## src/rtl/xm23_bcd_pkg.sv

```systemverilog
// Shared types and helpers for the XM23 multi-precision BCD datapath.
package xm23_bcd_pkg;

    typedef enum logic [1:0] {
        IDLE  = 2'd0,
        RUN   = 2'd1,
        DRAIN = 2'd2,
        FIN   = 2'd3
    } seq_state_t;

    // Bit positions of the flags inside the PSW word
    localparam int PSW_C = 0;
    localparam int PSW_Z = 1;

    // Per-digit 9's complement; non-BCD digits wrap modulo 16
    function automatic logic [15:0] bcd9comp(input logic [15:0] v);
        logic [15:0] r;
        r = '0;
        for (int i = 0; i < 4; i++) begin
            r[4*i +: 4] = 4'd9 - v[4*i +: 4];
        end
        return r;
    endfunction

endpackage

```

## src/rtl/bcd_word_add.sv

```systemverilog
// Combinational 4-digit BCD word adder with digit carry rippling LS to MS.
module bcd_word_add (
    input  logic [15:0] a,
    input  logic [15:0] b,
    input  logic        cin,
    output logic [15:0] sum,
    output logic        cout
);

    logic [4:0] dsum;
    logic [4:0] dadj;
    logic       c_v;

    // Digit-serial decimal add; sums above 9 are corrected by +6 and carry out
    always_comb begin
        sum  = '0;
        c_v  = cin;
        dsum = '0;
        dadj = '0;
        for (int i = 0; i < 4; i++) begin
            dsum = {1'b0, a[4*i +: 4]} + {1'b0, b[4*i +: 4]} + {4'b0, c_v};
            dadj = dsum + 5'd6;
            if (dsum > 5'd9) begin
                sum[4*i +: 4] = dadj[3:0];
                c_v           = 1'b1;
            end else begin
                sum[4*i +: 4] = dsum[3:0];
                c_v           = 1'b0;
            end
        end
        cout = c_v;
    end

endmodule

```

## src/rtl/bcd_mp_sequencer.sv

```systemverilog
// Multi-precision BCD add/subtract sequencer: one command, then LS-first
// operand word pairs; result words stream out and final C/Z go to the PSW.
//
// state | meaning
// IDLE  | waiting for a command, cmd_ready high
// RUN   | accepting operand pairs, one result word per pair
// DRAIN | all pairs taken, waiting for the final result word to be consumed
// FIN   | one-cycle completion: done pulse, flags presented on psw_out/psw_msk
module bcd_mp_sequencer
    import xm23_bcd_pkg::*;
#(
    parameter int MAX_WORDS = 8,
    parameter int LEN_W     = $clog2(MAX_WORDS + 1)
) (
    input  logic             clk,
    input  logic             rst,
    input  logic             cmd_valid,
    output logic             cmd_ready,
    input  logic [LEN_W-1:0] cmd_len,
    input  logic             cmd_sub,
    input  logic             cmd_cin,
    input  logic             op_valid,
    output logic             op_ready,
    input  logic [15:0]      op_a,
    input  logic [15:0]      op_b,
    output logic             res_valid,
    input  logic             res_ready,
    output logic [15:0]      res_data,
    output logic             res_last,
    output logic             busy,
    output logic             done,
    output logic [15:0]      psw_out,
    output logic [15:0]      psw_msk
);

    seq_state_t       state_q, state_d;
    logic [LEN_W-1:0] len_q;
    logic [LEN_W-1:0] cnt_q;
    logic             sub_q;
    logic             carry_q;
    logic             zacc_q;
    logic [15:0]      res_data_q;
    logic             res_valid_q;
    logic             res_last_q;
    logic [1:0]       psw_q;

    logic [15:0]      add_b;
    logic [15:0]      add_sum;
    logic             add_cout;
    logic             cmd_fire;
    logic             op_fire;
    logic             res_fire;
    logic             last_pair;

    assign add_b     = sub_q ? bcd9comp(op_b) : op_b;
    assign cmd_fire  = cmd_valid && (state_q == IDLE);
    assign op_fire   = op_valid && op_ready;
    assign res_fire  = res_valid_q && res_ready;
    assign last_pair = ((cnt_q + LEN_W'(1)) == len_q);

    bcd_word_add u_add (
        .a    (op_a),
        .b    (add_b),
        .cin  (carry_q),
        .sum  (add_sum),
        .cout (add_cout)
    );

    // State register
    always_ff @(posedge clk or posedge rst) begin
        if (rst) state_q <= IDLE;
        else     state_q <= state_d;
    end

    // Next-state logic
    always_comb begin
        state_d = state_q;
        case (state_q)
            IDLE:    if (cmd_fire) state_d = (cmd_len != '0) ? RUN : FIN;
            RUN:     if (op_fire && last_pair) state_d = DRAIN;
            DRAIN:   if (res_fire) state_d = FIN;
            FIN:     state_d = IDLE;
            default: state_d = IDLE;
        endcase
    end

    // Moore-style outputs; op_ready also backs off while a result is stalled
    always_comb begin
        cmd_ready = (state_q == IDLE);
        op_ready  = (state_q == RUN) && (!res_valid_q || res_ready);
        busy      = (state_q != IDLE);
        done      = (state_q == FIN);
        psw_msk   = (state_q == FIN) ? 16'h0003 : 16'h0000;
        psw_out   = '0;
        if (state_q == FIN) begin
            psw_out[PSW_C] = carry_q;
            psw_out[PSW_Z] = zacc_q;
        end else begin
            psw_out[PSW_C] = psw_q[PSW_C];
            psw_out[PSW_Z] = psw_q[PSW_Z];
        end
    end

    // Command latch, carry/zero accumulation, result register and held PSW flags
    always_ff @(posedge clk or posedge rst) begin
        if (rst) begin
            len_q       <= '0;
            cnt_q       <= '0;
            sub_q       <= 1'b0;
            carry_q     <= 1'b0;
            zacc_q      <= 1'b0;
            res_data_q  <= '0;
            res_valid_q <= 1'b0;
            res_last_q  <= 1'b0;
            psw_q       <= '0;
        end else begin
            if (cmd_fire) begin
                len_q   <= cmd_len;
                sub_q   <= cmd_sub;
                carry_q <= cmd_cin;
                zacc_q  <= 1'b1;
                cnt_q   <= '0;
            end
            if (op_fire) begin
                res_data_q  <= add_sum;
                res_valid_q <= 1'b1;
                res_last_q  <= last_pair;
                carry_q     <= add_cout;
                zacc_q      <= zacc_q && (add_sum == 16'h0000);
                cnt_q       <= cnt_q + LEN_W'(1);
            end else if (res_fire) begin
                res_valid_q <= 1'b0;
            end
            if (state_q == FIN) begin
                psw_q[PSW_C] <= carry_q;
                psw_q[PSW_Z] <= zacc_q;
            end
        end
    end

    assign res_valid = res_valid_q;
    assign res_data  = res_data_q;
    assign res_last  = res_last_q;

endmodule

```

## config.mk

```make
export PLATFORM = sky130hd
export DESIGN_NAME = bcd_mp_sequencer
export DESIGN_NICKNAME = d
export VERILOG_FILES = /design/src/rtl/xm23_bcd_pkg.sv /design/src/rtl/bcd_word_add.sv /design/src/rtl/bcd_mp_sequencer.sv
export SDC_FILE = /design/constraint.sdc
export NUM_CORES = 1
export LEC_CHECK = 0
export CAP_MARGIN = 20
export CELL_PAD_IN_SITES_DETAIL_PLACEMENT = 1
export CELL_PAD_IN_SITES_GLOBAL_PLACEMENT = 2
export CORE_ASPECT_RATIO = 1.1
export CORE_UTILIZATION = 29
export DETAILED_ROUTE_END_ITERATION = 7
export HOLD_SLACK_MARGIN = 0.1
export PLACE_DENSITY_LB_ADDON = 0.1
export RECOVER_POWER = 25
export SYNTH_ARGS = -nofsm -noshare
export SYNTH_HDL_FRONTEND = slang
export SYNTH_SLANG_ARGS = --single-unit
```

## constraint.sdc

```tcl
create_clock -name clk -period 18.4 [get_ports clk]
set_input_delay 1.84 -clock clk [delete_from_list [all_inputs] [get_ports clk]]
set_output_delay 1.84 -clock clk [all_outputs]
set_load 0.1 [all_outputs]
```

## After elaboration in Yosys (flattened, before gate mapping)

Index checks and enable logic that the tools add are counted.

| word-level totals | value |
|---|---|
| register bits after elaboration | 33 |
| input port bits | 43 |
| output and inout port bits | 54 |

| cells by class | value |
|---|---|
| $add $sub $neg | 17 |
| order comparisons | 4 |
| eq/ne operators | 7 |
| mux-type cells | 24 |
| reductions and logical operators | 15 |

Operator list:

| operator | count |
|---|---|
| 4-bit two-way mux | 6 |
| 4-bit by 4-bit adder with 5-bit output | 4 |
| 5-bit by 1-bit adder with 5-bit output | 4 |
| 5-bit by 4-bit > comparator with 1-bit output, second input constant | 4 |
| 4-bit by 3-bit adder with 4-bit output, second input constant | 4 |
| 16-bit zero test | 1 |
| 16-bit two-way mux | 1 |
| 4-bit subtractor, first input constant | 4 |
| 2-bit two-way mux | 6 |
| 1-bit two-way mux | 10 |
| 2-bit case mux with 4 select lines | 1 |
| 1-bit logical AND | 6 |
| 2-bit nonzero test | 3 |
| 4-bit by 1-bit adder with 4-bit output, second input constant | 1 |
| 2-bit == test, second input constant | 2 |
| 4-bit == test | 1 |
| 2-bit inequality test, second input constant | 2 |
| 4-bit nonzero test | 1 |
| 3-bit AND reduction | 1 |
| 2-bit by 1-bit == test with 1-bit output, second input constant | 1 |
| 2-bit zero test | 1 |
| 2-bit by 1-bit inequality test with 1-bit output, second input constant | 1 |
| 1-bit zero test | 1 |
| 1-bit logical OR | 1 |

## Logic depth before layout (Yosys ltp)

| depth | value |
|---|---|
| word-level depth | 18 |
| gate-level depth with buffers | 34 |

## By module

A second synthesis with hierarchy kept.

| unflattened totals | value |
|---|---|
| cell total of the unflattened synthesis | 325 |
| area, all modules | 2841.5 µm² |

By module, submodules not included:

| module | times used | cells each | area each (µm²) | sequential area each (µm²) |
|---|---|---|---|---|
| bcd_mp_sequencer | 1 | 216 | 1910.6 | 825.8 |
| bcd_word_add | 1 | 109 | 930.9 | 0.0 |

## Worst setup path after synthesis

No wires, ideal clock.

| timing | value |
|---|---|
| path type | input to register |
| start | in op_b[0] |
| end | reg res_data_q[14], in the netlist res_data[14] |
| data arrival time | 8843 ps |
| setup slack | 9481 ps |
| stages on the path | 29 |
| buffers on the path | 0 |
| path through | xnor2_1 -> fa_1 -> inv_1 -> fa_1 -> inv_1 -> ha_1 -> a21oi_1 -> a21bo_4 -> fa_1 -> fa_1 -> xnor2_1 -> ha_1 -> a32o_1 -> o31ai_4 -> fa_1 -> fa_1 -> xnor2_1 -> ha_1 -> a32o_1 -> o31ai_2 -> fa_1 -> fa_1 -> xnor2_1 -> ha_1 -> nor2_1 -> a21oi_1 -> o21a_1 -> mux2_2 -> o21ai_1 |

| on the way | value |
|---|---|
| word-level cells in the longest chain between the ends | 15 |
| elaborated cells between the ends (all ways) | 16 |

RTL lines:

| item | line | RTL |
|---|---|---|
| from (decl) | bcd_mp_sequencer.sv:25 | `input logic [15:0] op_b,` |
| 4-bit subtractor | xm23_bcd_pkg.sv:20 | `r[4*i +: 4] = 4'd9 - v[4*i +: 4];` |
| 16-bit two-way mux (*) | bcd_mp_sequencer.sv:55 | `assign add_b = sub_q ? bcd9comp(op_b) : op_b;` |
| 4-bit by 4-bit adder with 5-bit output (*) | bcd_word_add.sv:21 | `dsum = {1'b0, a[4*i +: 4]} + {1'b0, b[4*i +: 4]} + {4'b0, c_v};` |
| 5-bit by 1-bit adder with 5-bit output (*) | bcd_word_add.sv:21 |  |
| 5-bit by 4-bit > comparator with 1-bit output (*) | bcd_word_add.sv:23 | `if (dsum > 5'd9) begin` |
| 1-bit two-way mux (*) | bcd_word_add.sv:23 |  |
| 5-bit by 1-bit adder with 5-bit output (*) | bcd_word_add.sv:21 |  |
| 5-bit by 4-bit > comparator with 1-bit output (*) | bcd_word_add.sv:23 |  |
| 1-bit two-way mux (*) | bcd_word_add.sv:23 |  |
| 5-bit by 1-bit adder with 5-bit output (*) | bcd_word_add.sv:21 |  |
| 5-bit by 4-bit > comparator with 1-bit output (*) | bcd_word_add.sv:23 |  |
| 1-bit two-way mux (*) | bcd_word_add.sv:23 |  |
| 5-bit by 1-bit adder with 5-bit output (*) | bcd_word_add.sv:21 |  |
| 4-bit by 3-bit adder with 4-bit output or 5-bit by 4-bit > comparator with 1-bit output (tied branches) | bcd_word_add.sv:22, bcd_word_add.sv:23 |  |
| 4-bit two-way mux (*) | bcd_word_add.sv:23 |  |
| to (signal assigned) | bcd_mp_sequencer.sv:125 | `res_data_q <= add_sum;` |
| to (decl) | bcd_mp_sequencer.sv:42 | `logic [15:0] res_data_q;` |

Mark *: on every way between the ends. The rest lies on a longest branch, timed or not.
A chain may end at the register's enable or synchronous reset.

## Final worst setup path

Ends and elaborated chain as after synthesis.

==> out/results.txt <==
For the clock buffer count from CTS, the log shows 5. The cell type of the slowest stage on the worst timing path is sky130_fd_sc_hd__fa_1. Along the worst path, the maximum fanout reaches 6.

The number of nets in the finished design is 465. For this run, the total global-route usage over all layers was measured as 13.8%. The logs give 34 for the max-slew violation count and 0.758 for the weighted congestion reported at the end of routability-driven placement. The final layout contains routed wiring with a total length of 6680 microns. The number of enable flip-flop cells after synthesis works out to 0.

The class of the tightest hold or removal check is reg2reg. The master cell of the clock root buffer was sky130_fd_sc_hd__clkbuf_8. After detailed routing, the number of vias per cell comes to 4.56.

At the pin with the least slew margin, the transition time is 1.83 ns. The run finished, with violations left. The tools report the setup-violating endpoint count in the final report as 0.

STA puts the critical path data required time at 18.61 ns. The worst register-to-register path ends at res_data[14]$_DFFE_PP0P_. The synthesized design contains 33 register bits.

The die is 97.4 microns wide. After clock tree synthesis, the clock-pin slew on the worst setup and hold paths is 0.06 ns. The die covers 10,400 sq um. The final sum of negative setup slack was 0 ns.

Counting every instance in the synthesized netlist gives 318. The tools report the placeable core region as 9540 sq um. For this run, the slowest stage of the critical path takes 0.49 ns.

For the I/O pin count, the log shows 97. The tools report the launch point of the worst path as op_b[0]. The shortest clock period the worst path allows after layout is 9.82 ns. The wire-length estimate of the detail-placed layout is 5560 microns. Detailed routing placed a total of 235 microns of wire on met3. Clock tree synthesis found a total of 33 sinks. Length in cells of the worst reg-to-reg path: 30. The first global-routing pass estimated 11,600 microns of wire. Fmax: 0.102 GHz. Following the worst setup path forward leads to its endpoint at res_data[14]$_DFFE_PP0P_. For the number of design-rule violations left by the first detailed-router iteration, the log shows 63. The final critical path takes up 53.4% of the cycle. The final number of hold-violating endpoints is 0. Element type at the critical path start: a primary input.

Cells with a size suffix above 1 make up 7.27% of the layout. The DRC violation count after routing was 0; the number of cell rows was 37. The run gives 0 as the number of nets still failing antenna checks after routing. Setup repair after global routing left no endpoint under its margin. The number of antenna violations at the first check in global routing came out at 0. Entering global routing, the biggest net connects 38 pins. The number of levels in the clock H-tree is 2, and the area share of xor/xnor cells in the synthesized design is 7.49%.

Measured along the y axis, the die boundary spans 107 microns. The highest routing layer actually used was met4. The final reports fail on max-capacitance violations, max-slew violations. The most used flip-flop cell after synthesis is sky130_fd_sc_hd__dfrtp_1. Dominant combinational cell family by area after synthesis: adder cells. The synthesized netlist occupies a cell area of 2910 sq um. The most used cell along the critical path is sky130_fd_sc_hd__fa_1.

For this configuration, the core starts out at a cell density of 30.5%. The run gives 0.00449 ns as the worst-case clock skew. The data arrival time of the critical path is 10.03 ns, and the max capacitance violation total is 1. The detailed-route via count is 2,290. The global route total overflow was 0. In the final routing, the length of wire on met1 measures 3070 microns. For the number of global-route vias before repair, the log shows 2,418. The tools report the beginning of the worst register-to-register path as sub_q$_DFFE_PP0P_. The endpoint kind of the worst setup timing path was a flip-flop. Buffers inserted to repair hold after CTS numbered 0. Counting along the longest clock path gives a buffer depth of 2. The tools report the number of detailed-routing iterations run before antenna repair as 4.

A synthesized cell averages 9.14 sq um. Wire segments on met2 add up to 3300 microns in the final route. Summing the areas of all and, or, nand and nor instances in the mapped netlist gives 13.8% of the synthesized area.

For the number of antenna diodes, the log shows 0. The multiplexer share of the synthesized area is 7.02%. The Yosys step of the flow raised 0 warnings.

Setup slack on the worst reg-to-reg path comes out at 10.00 ns. The layout-stage area growth over the synthesis result works out to 26.4%. The startpoint-to-endpoint class of the critical path is in2reg. After synthesis, the netlist uses 47 different library cells.

In this run the tightest slew margin relative to its limit is -22.2%. The clock reaches the later pin of the worst-skew pair after 0.28 ns. Of the synthesized area, sequential elements account for 28.4%. Port buffering added 68 buffers. TritonCTS built the clock tree. The area share of fa/ha/maj cells after synthesis was 17.6%. The wire length per cell is 13.3 microns. After synthesis, the share of flip-flops with an asynchronous set or reset is 100%.

The synthesized netlist devotes 14.0% of its cell area to compound gates. Post-CTS repair changed the size of 0 cells. The number of setup buffers added after CTS is 0.
## per-stage QoR
step	utilization [%]	instance area [sq um]	hold slack [ns]	cells	worst slack, ns
2_1_floorplan	-	3010	0.489	345	9.48
3_3_place_gp	37.8	3600	0.460	496	8.51
3_5_place_dp	37.8	3600	0.467	496	8.29
4_1_cts	38.6	3680	0.484	502	8.56
5_1_grt	38.5	3670	0.513	502	7.99
6_report	38.5	3670	0.477	502	8.58
## layout by cell type, fill, tap and decap left out, types with 3 or more instances in the layout
cell                              synthesis  layout
sky130_fd_sc_hd__ha_1                    28      28
sky130_fd_sc_hd__mux2_1                   2       4
sky130_fd_sc_hd__clkbuf_8                 0       5
sky130_fd_sc_hd__conb_1                   1      28
sky130_fd_sc_hd__fa_1                     8       8
sky130_fd_sc_hd__o21ai_1                  8       8
sky130_fd_sc_hd__xnor2_1                 15      15
sky130_fd_sc_hd__clkdlybuf4s50_1          0      67
sky130_fd_sc_hd__nand2_1                 49      49
sky130_fd_sc_hd__mux2_2                  13      11
sky130_fd_sc_hd__a21oi_1                 16      16
sky130_fd_sc_hd__o21ai_0                 16      16
sky130_fd_sc_hd__xor2_1                   8       8
sky130_fd_sc_hd__a21o_1                   5       5
sky130_fd_sc_hd__nand3_1                  8       8
sky130_fd_sc_hd__dfrtp_1                 33      33
sky130_fd_sc_hd__nor2_1                   9       9
sky130_fd_sc_hd__and3_1                   3       3
sky130_fd_sc_hd__nand3b_1                 3       3
sky130_fd_sc_hd__inv_1                   22      22
## cells in the mapped netlist (5+ instances only)
| cell | instances | area share, % |
|---|---|---|
| sky130_fd_sc_hd__mux2_2 | 13 | 5.0 |
| sky130_fd_sc_hd__xnor2_1 | 15 | 4.5 |
| sky130_fd_sc_hd__a21o_1 | 5 | 1.3 |
| sky130_fd_sc_hd__nand3_1 | 8 | 1.4 |
| sky130_fd_sc_hd__buf_4 | 30 | 7.8 |
| sky130_fd_sc_hd__nand2_1 | 49 | 6.3 |
| sky130_fd_sc_hd__clkbuf_1 | 6 | 0.78 |
| sky130_fd_sc_hd__xor2_1 | 8 | 2.4 |
| sky130_fd_sc_hd__fa_1 | 8 | 5.5 |
| sky130_fd_sc_hd__nor2_1 | 9 | 1.2 |
| sky130_fd_sc_hd__dfrtp_1 | 33 | 28 |
| sky130_fd_sc_hd__a21oi_1 | 16 | 2.8 |
| sky130_fd_sc_hd__ha_1 | 28 | 12 |
| sky130_fd_sc_hd__o21ai_0 | 16 | 2.8 |
| sky130_fd_sc_hd__inv_1 | 22 | 2.8 |
| sky130_fd_sc_hd__o21ai_1 | 8 | 1.4 |
## cell type report
type                       instances  area, sq um
tap                              117          146
inverter                          22         82.6
multi-input combinational        253         1850
clock buffer                       5         68.8
fill                            1124         5860
clock inverter                     1         5.00
sequential                        33          826
timing repair buffer              71          699
## state kept, by name (all words and copies together), names as in the netlist
signal,flops
sub_q,1
carry_q,1
zacc_q,1
psw_q,2
cnt_q,4
res_valid,1
res_data,16
len_q,4
state_q,2
res_last,1
## cell families after synthesis
kind of cell / Yosys count
AND/OR/NAND/NOR: 85
AO/OA/AOI/OAI: 62
buffers and inverters: 59
adder cells (fa/ha/maj): 36
flip-flops: 33
XOR/XNOR: 24
multiplexers: 18
other: 1
## critical path, delay by kind of cell
kind | cells | cell delay [ns]
AO/OA/AOI/OAI | 9 | 1.38
XOR/XNOR | 4 | 1.19
multiplexers | 1 | 0.35
adder cells (fa/ha/maj) | 12 | 4.53
buffers and inverters | 3 | 0.65
AND/OR/NAND/NOR | 1 | 0.09
## worst min path at each step
stage                             startpoint                  endpoint  slack (ns)  cells past startpoint
floorplan               cnt_q[3]$_DFFE_PP0P_      cnt_q[3]$_DFFE_PP0P_        0.49                      2
global placement        res_last$_DFFE_PP0P_      res_last$_DFFE_PP0P_        0.46                      2
detailed placement      res_last$_DFFE_PP0P_      res_last$_DFFE_PP0P_        0.47                      2
CTS                     res_last$_DFFE_PP0P_      res_last$_DFFE_PP0P_        0.48                      2
global route              psw_q[0]$_DFF_PP0_        psw_q[0]$_DFF_PP0_        0.51                      1
finish              res_data[15]$_DFFE_PP0P_  res_data[15]$_DFFE_PP0P_        0.48                      2
## layer usage
metal | up-vias | track usage [%]
met3 | 5 | 2.35
met4 | 0 | 3.47
met1 | 1071 | 17.3
met5 | - | 0
li1 | 1156 | -
met2 | 58 | 24.7
Power is not shown: default switching activity piles up to over one toggle a cycle in this logic, so the estimate is an artifact.
